[config.mk]
export PLATFORM = sky130hd
export DESIGN_NAME = keypad_scanner
export DESIGN_NICKNAME = d
export VERILOG_FILES = /design/src/rtl/keypad_scanner.sv
export SDC_FILE = /design/constraint.sdc
export NUM_CORES = 1
export LEC_CHECK = 0
export ABC_AREA = 1
export CORE_MARGIN = 2
export CORE_UTILIZATION = 48
export CTS_CLUSTER_SIZE = 25
export DETAILED_ROUTE_END_ITERATION = 10
export HOLD_SLACK_MARGIN = 0.1
export PLACE_DENSITY = 0.69
export SYNTH_ARGS = -nofsm -noshare
export SYNTH_HDL_FRONTEND = slang
export SYNTH_SLANG_ARGS = --single-unit
[constraint.sdc]
create_clock -name clk -period 3.7 [get_ports clk]
set_input_delay 0.74 -clock clk [delete_from_list [all_inputs] [get_ports clk]]
set_output_delay 0.74 -clock clk [all_outputs]
set_load 0.03 [all_outputs]
[src/rtl/keypad_scanner.sv]
// 4x4 matrix keypad scanner: walks active-low rows, debounces the first key seen
// and reports it as one-hot row/column plus a one-cycle new_key strobe.
module keypad_scanner #(
  parameter int unsigned SCAN_DIV        = 100000,
  parameter int unsigned DEBOUNCE_CYCLES = 500000
) (
  input  logic       clk,
  input  logic       reset,
  input  logic [3:0] col_n,
  output logic [3:0] row_n,
  output logic [3:0] key_r,
  output logic [3:0] key_c,
  output logic       new_key,
  output logic       key_held
);

  localparam int unsigned CNT_MAX = (SCAN_DIV > DEBOUNCE_CYCLES) ? SCAN_DIV : DEBOUNCE_CYCLES;
  localparam int unsigned CNT_W   = $clog2(CNT_MAX) + 1;
  localparam logic [CNT_W-1:0] SCAN_LAST = CNT_W'(SCAN_DIV - 1);
  localparam logic [CNT_W-1:0] DB_LAST   = CNT_W'(DEBOUNCE_CYCLES - 1);

  typedef enum logic [1:0] {
    ST_SCAN     = 2'd0,
    ST_DEBOUNCE = 2'd1,
    ST_HELD     = 2'd2,
    ST_RELEASE  = 2'd3
  } state_e;

  state_e           state_q, state_d;
  logic [1:0]       row_idx_q, row_idx_d;
  logic [CNT_W-1:0] cnt_q, cnt_d;
  logic [3:0]       sync1_q, sync1_d;
  logic [3:0]       col_s_q, col_s_d;
  logic [3:0]       col_lat_q, col_lat_d;
  logic [3:0]       row_n_q, row_n_d;
  logic [3:0]       key_r_q, key_r_d;
  logic [3:0]       key_c_q, key_c_d;
  logic             new_key_q, new_key_d;
  logic             key_held_q, key_held_d;

  logic [3:0]       col_act;
  logic [3:0]       col_first;
  logic             lat_active;

  // Active columns after synchronisation; lowest-index active column isolated.
  always_comb begin
    col_act    = ~col_s_q;
    col_first  = col_act & (~col_act + 4'd1);
    lat_active = |(col_act & col_lat_q);
  end

  always_comb begin
    state_d    = state_q;
    row_idx_d  = row_idx_q;
    cnt_d      = cnt_q;
    sync1_d    = col_n;
    col_s_d    = sync1_q;
    col_lat_d  = col_lat_q;
    key_r_d    = key_r_q;
    key_c_d    = key_c_q;
    new_key_d  = 1'b0;

    case (state_q)
      ST_SCAN: begin
        if (cnt_q == SCAN_LAST) begin
          cnt_d = '0;
          if (|col_act) begin
            col_lat_d = col_first;
            state_d   = ST_DEBOUNCE;
          end else begin
            row_idx_d = row_idx_q + 2'd1;
          end
        end else begin
          cnt_d = cnt_q + CNT_W'(1);
        end
      end

      ST_DEBOUNCE: begin
        if (!lat_active) begin
          state_d   = ST_SCAN;
          row_idx_d = row_idx_q + 2'd1;
          cnt_d     = '0;
        end else if (cnt_q == DB_LAST) begin
          state_d   = ST_HELD;
          cnt_d     = '0;
          key_r_d   = 4'b0001 << row_idx_q;
          key_c_d   = col_lat_q;
          new_key_d = 1'b1;
        end else begin
          cnt_d = cnt_q + CNT_W'(1);
        end
      end

      // Only the latched column on the frozen row is watched; other keys are ignored.
      ST_HELD: begin
        if (!lat_active) begin
          state_d = ST_RELEASE;
          cnt_d   = '0;
        end
      end

      ST_RELEASE: begin
        if (lat_active) begin
          state_d = ST_HELD;
          cnt_d   = '0;
        end else if (cnt_q == DB_LAST) begin
          state_d   = ST_SCAN;
          row_idx_d = row_idx_q + 2'd1;
          cnt_d     = '0;
        end else begin
          cnt_d = cnt_q + CNT_W'(1);
        end
      end

      default: begin
        state_d = ST_SCAN;
        cnt_d   = '0;
      end
    endcase

    row_n_d    = ~(4'b0001 << row_idx_d);
    key_held_d = (state_d == ST_HELD) || (state_d == ST_RELEASE);
  end

  always_ff @(posedge clk or negedge reset) begin
    if (!reset) begin
      state_q    <= ST_SCAN;
      row_idx_q  <= 2'd0;
      cnt_q      <= '0;
      sync1_q    <= 4'b1111;
      col_s_q    <= 4'b1111;
      col_lat_q  <= 4'b0000;
      row_n_q    <= 4'b1110;
      key_r_q    <= 4'b0000;
      key_c_q    <= 4'b0000;
      new_key_q  <= 1'b0;
      key_held_q <= 1'b0;
    end else begin
      state_q    <= state_d;
      row_idx_q  <= row_idx_d;
      cnt_q      <= cnt_d;
      sync1_q    <= sync1_d;
      col_s_q    <= col_s_d;
      col_lat_q  <= col_lat_d;
      row_n_q    <= row_n_d;
      key_r_q    <= key_r_d;
      key_c_q    <= key_c_d;
      new_key_q  <= new_key_d;
      key_held_q <= key_held_d;
    end
  end

  assign row_n    = row_n_q;
  assign key_r    = key_r_q;
  assign key_c    = key_c_q;
  assign new_key  = new_key_q;
  assign key_held = key_held_q;

endmodule

Yosys cells after proc, flatten, opt, wreduce, memory -nomap -nowiden
Cells that the tools add are included.
- register bits after elaboration: 50
- input port bits: 6
- output and inout port bits: 14
- word-level logic and storage cells: 58
- add/sub/neg operators: 3
- equality and inequality tests: 8
- shifts and indexed selects: 2
- multiplexer cells: 23
- bitwise operators: 5
- reduce and logical (&&, ||, !) cells: 6
- operators with widths (cell ; count):
    2-to-1 mux 20 bit ; 5
    one-hot mux 20 bit (4 select lines) ; 1
    2-to-1 mux 2 bit ; 12
    adder 20 x 1 -> 20 bit, second input constant ; 1
    equality test 20 x 17 -> 1 bit, second input constant ; 1
    equality test 20 x 19 -> 1 bit, second input constant ; 1
    inverter 4 bit ; 3
    AND 4 bit ; 2
    equality test 2 bit, second input constant ; 4
    one-hot mux 2 bit (4 select lines) ; 1
    OR reduction 4 bit ; 2
    left shift 1 x 2 -> 4 bit, first input constant ; 2
    one-hot mux 2 bit (3 select lines) ; 1
    AND reduction 3 bit ; 2
    adder 4 x 1 -> 4 bit, second input constant ; 1
    2-to-1 mux 1 bit ; 3
    adder 2 x 1 -> 2 bit, second input constant ; 1
    equality test 2 x 1 -> 1 bit, second input constant ; 1
    logical NOT 2 bit ; 1
    != test 2 bit, second input constant ; 1
    logical OR 1 bit ; 1

Depth between registers and ports, before layout
Gate-level depths: netlist of run 1.
- depth after elaboration: 7
- depth in mapped cells: 12
- depth with buffers taken out: 12

Worst setup path after synthesis of run 1
OpenSTA, ideal clock, no wires.
- path kind: register to register
- from: register col_s_q[2]
- to: register cnt_q[7]
- library setup time: 0.123 ns
- arrival: 1.445 ns
- required time: 3.577 ns
- path slack: 2.132 ns
- cell stages (with the launch flop): 11
- path buffers: 0
- period minus slack after synthesis: 1.568 ns
- cell sequence: dfstp_2 -> inv_1 -> nand2_1 -> nand2_1 -> nor2_8 -> inv_2 -> nand2_4 -> nand3_1 -> nor2_1 -> xor2_1 -> nor2_1
- longest elaborated chain between the ends: 5
- elaborated cells on any way between the ends: 7
- classes of those cells: eq/ne: 1; mux: 3; bitwise: 2; reduce/logical: 1
- RTL lines (item ; line ; RTL):
    from (decl) ; 33 ; logic [3:0] col_s_q, col_s_d;
    from (signal assigned) ; 143 ; col_s_q <= col_s_d;
    inverter 4 bit * ; 47 ; col_act = ~col_s_q;
    AND 4 bit * ; 49 ; lat_active = |(col_act & col_lat_q);
    OR reduction 4 bit * ; 49 ;
    2-to-1 mux 20 bit, on equally long branches ; 103, 79 ;
    one-hot mux 20 bit (4 select lines) ; 63 ; case (state_q)
    to (signal assigned) ; 141 ; cnt_q <= cnt_d;
    to (decl) ; 31 ; logic [CNT_W-1:0] cnt_q, cnt_d;
Mark *: on every way between the ends. The rest lies on a longest branch, timed or not.
A chain may end at the register's enable or synchronous reset.

Worst setup path after layout of run 1
- from: register row_n_q[3], in the netlist row_n[3]
- to: output port row_n[3]
- RTL lines (item ; line ; RTL):
    from (decl) ; 35 ; logic [3:0] row_n_q, row_n_d;
    from (signal assigned) ; 145 ; row_n_q <= row_n_d;
    to (decl) ; 10 ; output logic [3:0] row_n,
No word-level cell between the ends.

==> results.md, run 1 <==
- Die width: 80.3 um
- Pins Over Slew Limit: 0
- PwrDens: 283 mW/mm^2
- Setup slack after layout: 1.48 ns
- Comb pwr share: 2.0%
- Leakage: 1.53 nW
- Syn Nets: 374
- Cell variety after synth: 32
- Layout cells sized above 1: 9.59%
- Unrepaired setup endpoints after global routing: false
- Flop-to-flop setup slack: 1.76 ns
- CP max stage delay: 0.66 ns
- TritonCTS clock tree: done
- Syn Inst Count: 363
- Die Area: 0.00644 sq mm
- Routed Antenna Nets: 0
- HP Start: col_s_d[2]$_DFF_PN1_
- Worst Setup EP: row_n[3]
- Nets@finish: 396
- Vias per cell: 5.16
- Internal: 693 uW
- P&R area growth vs syn: 11.6%
- Clock Latency Late Sink: 0.30 ns
- Reg2reg path depth: 9
- Sequential share of the synthesized area: 45.3%
- I/O Buffers: 19
- Routed WL: 5600 um
- Die Ht: 80.3 um
- Arrival @ worst endpoint: 1.48 ns
- Post-Place Cells: 450
- Clock share of power: 34.9%
- Num Clock Sinks: 50
- Setup crit start: row_n[3]$_DFF_PN1_
- Non-filler cells, final: 458
- First-pass detailed-route iteration total: 5
- Ant diodes: 0
- Buffer count from post-CTS setup fixing: 0
- Worst clock skew: 0.00961 ns
- Rows: 27
- Switching power: 188 uW
- Iter 0 DRT Violations: 236
- Slew margin rel.: 31.0%
- Hold Crit Class: flip-flop to flip-flop
- CTS Buf Count: 5
- Initial antenna violation count: 0
- Vias in the first global route: 2228
- CP Depth: 1
- Clock Path Buffers: 2
- Total track usage: 20.2%
- Most common cell after layout, fill and taps aside: nand2_1
- Sw frac: 21.4%
- Minimum clock period: 2.22 ns
- H-tree levels: 2
- Final Hold Fails: 0
- Maximum VDD drop: 0.142 mV
- Crit path kind: flip-flop to primary output
- Setup-failing EPs final: 0
- Largest net degree at the start of global routing: 51
- Critical path cell sequence: clkdlybuf4s50_1
- Worst Max-Slew Pin Slew: 1.03 ns
- CTS clock-pin slew for the worst setup and hold paths: 0.09 ns
- Residual DRC: 0
- Reg2reg start: col_s_q[0]$_DFF_PN1_
- Status: completed
- DP Worst Slack: 1.75 ns
- Synthesis warning total: 0
- Routed WL per cell: 12.2 um
- CTS root buf: clkbuf_8
- Synthesized area per cell: 7.69 sq um
- Starting Density: 50.1%
- Maxcap violations: 0
- # hold bufs at CTS: 0
- CP max-delay cell: clkdlybuf4s50_1
- Detailed placer's ending HPWL: 4230 um
- Fmax: 451 MHz
- Total grt overflow: 0
- Boundary Pins: 20
- R2r endpoint: cnt_q[7]$_DFFE_PN0P_
- Commonest cells after routing, fill and taps aside: 114 x nand2_1, 47 x inv_1, 42 x nor2_1
- First-pass GRT wire length: 10300 um
- Flop pwr share: 63.1%
- Setup TNS: 0 ns
- CP endpoint kind: primary output
- CP top delay family: buffers and inverters
- Minimum hold slack: 0.358 ns
- Startpoint Class: flip-flop
- Yosys reg bits: 50
- Core box area: 0.00557 sq mm
- Vias: 2361
- Placer Congestion: 0.861
- WP data required: 2.96 ns
- WP buf/inv: 1
- Mapped Area: 0.00279 sq mm
- Crit-path max FO: 1
- Resized Gates After CTS: 0
- Period utilisation layout: 59.9%
- Fin util: 55.9%
## final cells by class
| cell class | count | area (sq um) |
|---|---|---|
| fill | 500 | 2460 |
| multi-input combinational | 258 | 1300 |
| sequential | 50 | 1260 |
| inverter | 51 | 191 |
| timing repair buffer | 19 | 185 |
| tap | 72 | 90.1 |
| clock buffer | 6 | 72.6 |
| clock inverter | 2 | 13.8 |
## synth_stat cells
cell | count | share of area, %
a21oi_1 | 1 | 0.18
a31oi_1 | 1 | 0.22
a41oi_1 | 1 | 0.31
buf_6 | 3 | 1.2
clkbuf_2 | 1 | 0.18
clkinv_1 | 1 | 0.13
dfrtp_1 | 39 | 35
dfstp_2 | 11 | 10
ha_1 | 5 | 2.2
inv_1 | 47 | 6.3
inv_2 | 3 | 0.40
nand2_1 | 114 | 15
nand2_2 | 1 | 0.22
nand2_4 | 2 | 0.81
nand3_1 | 30 | 5.4
nand3_2 | 2 | 0.72
nand4_1 | 16 | 3.6
nor2_1 | 42 | 5.6
nor2_2 | 1 | 0.22
nor2_4 | 4 | 1.6
nor2_8 | 2 | 1.4
nor3_1 | 10 | 1.8
nor3_2 | 1 | 0.36
nor3_4 | 1 | 0.58
nor4_1 | 1 | 0.22
o21a_1 | 1 | 0.27
o21ai_0 | 13 | 2.3
o31ai_1 | 1 | 0.27
o32ai_1 | 1 | 0.31
or2_0 | 1 | 0.22
xor2_1 | 5 | 1.6
xor2_2 | 1 | 0.58
## power groups by stage
| stage | combinational [mW] | clock (mW) | sequential (mW) |
|---|---|---|---|
| floorplan | 0.00267 | 0 | 0.566 |
| global placement | 0.0182 | 0 | 0.566 |
| detailed placement | 0.0186 | 0 | 0.567 |
| CTS | 0.0187 | 0.317 | 0.556 |
| global route | 0.0209 | 0.349 | 0.557 |
| finish | 0.0175 | 0.307 | 0.556 |
## state kept, by name (all words and copies together) (netlist names), 2 cells and up
register   count
state_q        2
col_s_q        4
col_lat_q      4
row_idx_q      2
cnt_q         20
key_c          4
col_s_d        4
key_r          4
row_n          4
## per-stage QoR
stage	cell area (sq um)	power, mW
after floorplan	2790	0.569
after global placement	3030	0.585
after detailed placement	3030	0.585
after CTS	3110	0.892
after global routing	3110	0.927
final	3110	0.881
## cell families (layout without fill, tap and decap cells)
| kind of cell | count (synthesis) | after routing | synth area share, % |
|---|---|---|---|
| xor gates and xnor gates | 6 | 6 | 2.15 |
| buffers and inverters | 55 | 78 | 8.25 |
| DFF | 50 | 50 | 45.3 |
| AOI/OAI and AO/OA | 19 | 19 | 3.90 |
| and+or+nand+nor | 228 | 228 | 38.1 |
| adders and majority gates | 5 | 5 | 2.24 |
## worst min path at each step
stage          cells after the start  slack (ns)              endpoint
2_1_floorplan                      0        0.35  col_s_q[0]$_DFF_PN1_
3_3_place_gp                       0        0.35  col_s_q[2]$_DFF_PN1_
3_5_place_dp                       0        0.35  col_s_q[2]$_DFF_PN1_
4_1_cts                            0        0.36  col_s_q[2]$_DFF_PN1_
5_1_grt                            0        0.36  col_s_q[3]$_DFF_PN1_
6_report                           0        0.36  col_s_q[2]$_DFF_PN1_
## routing by layer
| layer | up-vias | wire, um | GRT usage [%] |
|---|---|---|---|
| li1 | 1199 | - | - |
| met1 | 1086 | 2640 | 27.9 |
| met2 | 64 | 2550 | 32.0 |
| met3 | 12 | 303 | 3.60 |
| met4 | 0 | 100 | 7.29 |
| met5 | - | 0 | 0 |
Power figures use the tool's default switching activity.
==> run 2, diff against run 1 <==
- PLACE_DENSITY: 0.69 -> 0.72
- clock period: 3.7 -> 1.9 ns (I/O delays scaled with it)
==> results.md, run 2 (same netlist as run 1, synthesis figures left out) <==
- Arrival @ worst endpoint: 1.48 ns (about the same)
- CP endpoint kind: primary output (unchanged)
- First-pass GRT wire length: 10400 um (was 10300 um)
- PwrDens: 571 mW/mm^2 (was 283 mW/mm^2)
- Die width: 80.3 um (unchanged)
- First-pass detailed-route iteration total: 4 (was 5)
- Period utilisation layout: 97.9%
- CTS clock-pin slew for the worst setup and hold paths: 0.09 ns (about the same)
- Detailed placer's ending HPWL: 4510 um (was 4230 um)
- Unrepaired setup endpoints after global routing: false (unchanged)
- Setup-failing EPs final: 0 (unchanged)
- Reg2reg start: col_s_q[2]$_DFF_PN1_ (was col_s_q[0]$_DFF_PN1_)
- Hold EP: col_s_q[1]$_DFF_PN1_ (was col_s_q[2]$_DFF_PN1_)
- WP data required: 1.52 ns (was 2.96 ns)
- Ant diodes: 0 (unchanged)
- Maxcap violations: 0 (unchanged)
- Hold Path Depth: 0 (unchanged)
- Crit path kind: flip-flop to primary output (unchanged)
- Commonest cells after routing, fill and taps aside: 111 x nand2_1, 47 x inv_1, 40 x nor2_1 (was 114 x nand2_1, 47 x inv_1, 42 x nor2_1)
- Starting Density: 50.1% (unchanged)
- Final Hold Fails: 0 (unchanged)
- CP Depth: 1 (unchanged)
- Overall Power: 1.89 mW (was 881 uW)
- CP max stage delay: 0.65 ns (was 0.66 ns)
- CP top delay family: buffers and inverters (unchanged)
- Clock Latency Late Sink: 0.30 ns (about the same)
- TritonCTS clock tree: done (unchanged)
- Worst clock skew: 0.0110 ns (was 0.00961 ns)
- Hold Crit Class: flip-flop to flip-flop (unchanged)
- Boundary Pins: 20 (unchanged)
- Residual DRC: 0 (unchanged)
- I/O Buffers: 19 (unchanged)
- Reg2reg path depth: 12 (was 9)
- Maximum VDD drop: 0.360 mV (was 0.142 mV)
- Pins Over Slew Limit: 0 (unchanged)
- Total grt overflow: 0 (unchanged)
- Nets@finish: 410 (was 396)
- Rows: 27 (unchanged)
- Iter 0 DRT Violations: 153 (was 236)
- Initial antenna violation count: 0 (unchanged)
- Vias in the first global route: 2306 (was 2228)
- Die Ht: 80.3 um (unchanged)
- Total track usage: 20.7% (was 20.2%)
- CP max-delay cell: clkdlybuf4s50_1 (unchanged)
- Fmax: 537 MHz
- Placer Congestion: 0.908 (was 0.861)
- Crit-path max FO: 1 (unchanged)
- Num Clock Sinks: 50 (unchanged)
- CTS root buf: clkbuf_8 (unchanged)
- Routed WL per cell: 12.8 um (was 12.2 um)
- Minimum clock period: 1.86 ns
- Routed WL: 6020 um (was 5600 um)
- CTS Buf Count: 5 (unchanged)
- Worst Max-Slew Pin Slew: 0.581 ns (was 1.03 ns)
- Die Area: 0.00644 sq mm (unchanged)
- WP buf/inv: 1 (unchanged)
- Leakage: 1.60 nW (was 1.53 nW)
- Slew margin rel.: 61.3% (was 31.0%)
- Status: completed (unchanged)
- Core box area: 0.00557 sq mm (unchanged)
- HP Start: col_s_d[1]$_DFF_PN1_ (was col_s_d[2]$_DFF_PN1_)
- Clock Path Buffers: 2 (unchanged)
- Vias per cell: 5.17 (was 5.16)
- Flop-to-flop setup slack: 0.14 ns (was 1.76 ns)
- Layout cells sized above 1: 14.8% (was 9.59%)
- Setup TNS: 0 ns (unchanged)
- Largest register FFs: 20 (unchanged)
- Critical path cell sequence: clkdlybuf4s50_1 (unchanged)
- Most common cell after layout, fill and taps aside: nand2_1 (unchanged)
- H-tree levels: 2 (unchanged)
- Largest net degree at the start of global routing: 28 (was 51)
- Vias: 2441 (was 2361)
- Reg with most FFs: cnt_q (unchanged)
- Routed Antenna Nets: 0 (unchanged)
- R2r endpoint: cnt_q[9]$_DFFE_PN0P_ (was cnt_q[7]$_DFFE_PN0P_)
- Startpoint Class: flip-flop (unchanged)
- P&R area growth vs syn: 18.3% (was 11.6%)
run 2: what timing repair did:
| action | in CTS | in global routing |
|---|---|---|
| setup buffers | 0 | 4 |
| hold endpoints to repair | 20 | 0 |
| endpoints found under the setup margin | 0 | 27 |
| hold buffers | 1 | 0 |
| gates resized for setup | 0 | 11 |
run 2: per-layer routing:
metal  share of wire, %  GRT usage (%)
met2                 48           34.2
met5                  0              0
met4                1.6           7.12
met1                 45           27.1
met3                5.2           4.16
run 2: how the worst max path moves through the flow:
stage,end,start
after global routing,key_r[2]$_DFFE_PN0P_,cnt_q[1]$_DFFE_PN0P_
after floorplan,cnt_q[7]$_DFFE_PN0P_,col_s_q[2]$_DFF_PN1_
after global placement,cnt_q[19]$_DFFE_PN0P_,col_s_q[0]$_DFF_PN1_
after detailed placement,cnt_q[19]$_DFFE_PN0P_,col_s_q[2]$_DFF_PN1_
after CTS,row_n[1],row_n[1]$_DFF_PN1_
final,row_n[1],row_n[1]$_DFF_PN1_
run 2: final cells by class:
| type | count | area [sq um] |
|---|---|---|
| multi-input cells | 258 | 1340 |
| inverters | 51 | 191 |
| repair buffers | 33 | 305 |
| clock inverters | 1 | 30.0 |
| clock buffers | 7 | 86.3 |
| flip-flops and latches | 50 | 1260 |
| well taps | 72 | 90.1 |
| fillers | 489 | 2270 |
run 2: stage by stage:
step	utilization, %	std cells	setup WS (ns)	instance area (sq um)	hold slack [ns]
final	59.3	472	0.0395	3300	0.359
after global placement	55.8	459	0.118	3110	0.346
after floorplan	-	363	0.332	2790	0.0844
after global routing	59.3	472	0.00181	3300	0.366
after detailed placement	55.8	459	0.0972	3110	0.350
after CTS	58.0	468	0.0227	3230	0.363
run 2: report_power, final:
part	internal [mW]	leakage, nW	switching, mW
registers	1.08	0.646	0.00449
clock network	0.429	0.0585	0.332
logic	0.0152	0.895	0.0264
total	1.52	1.60	0.363
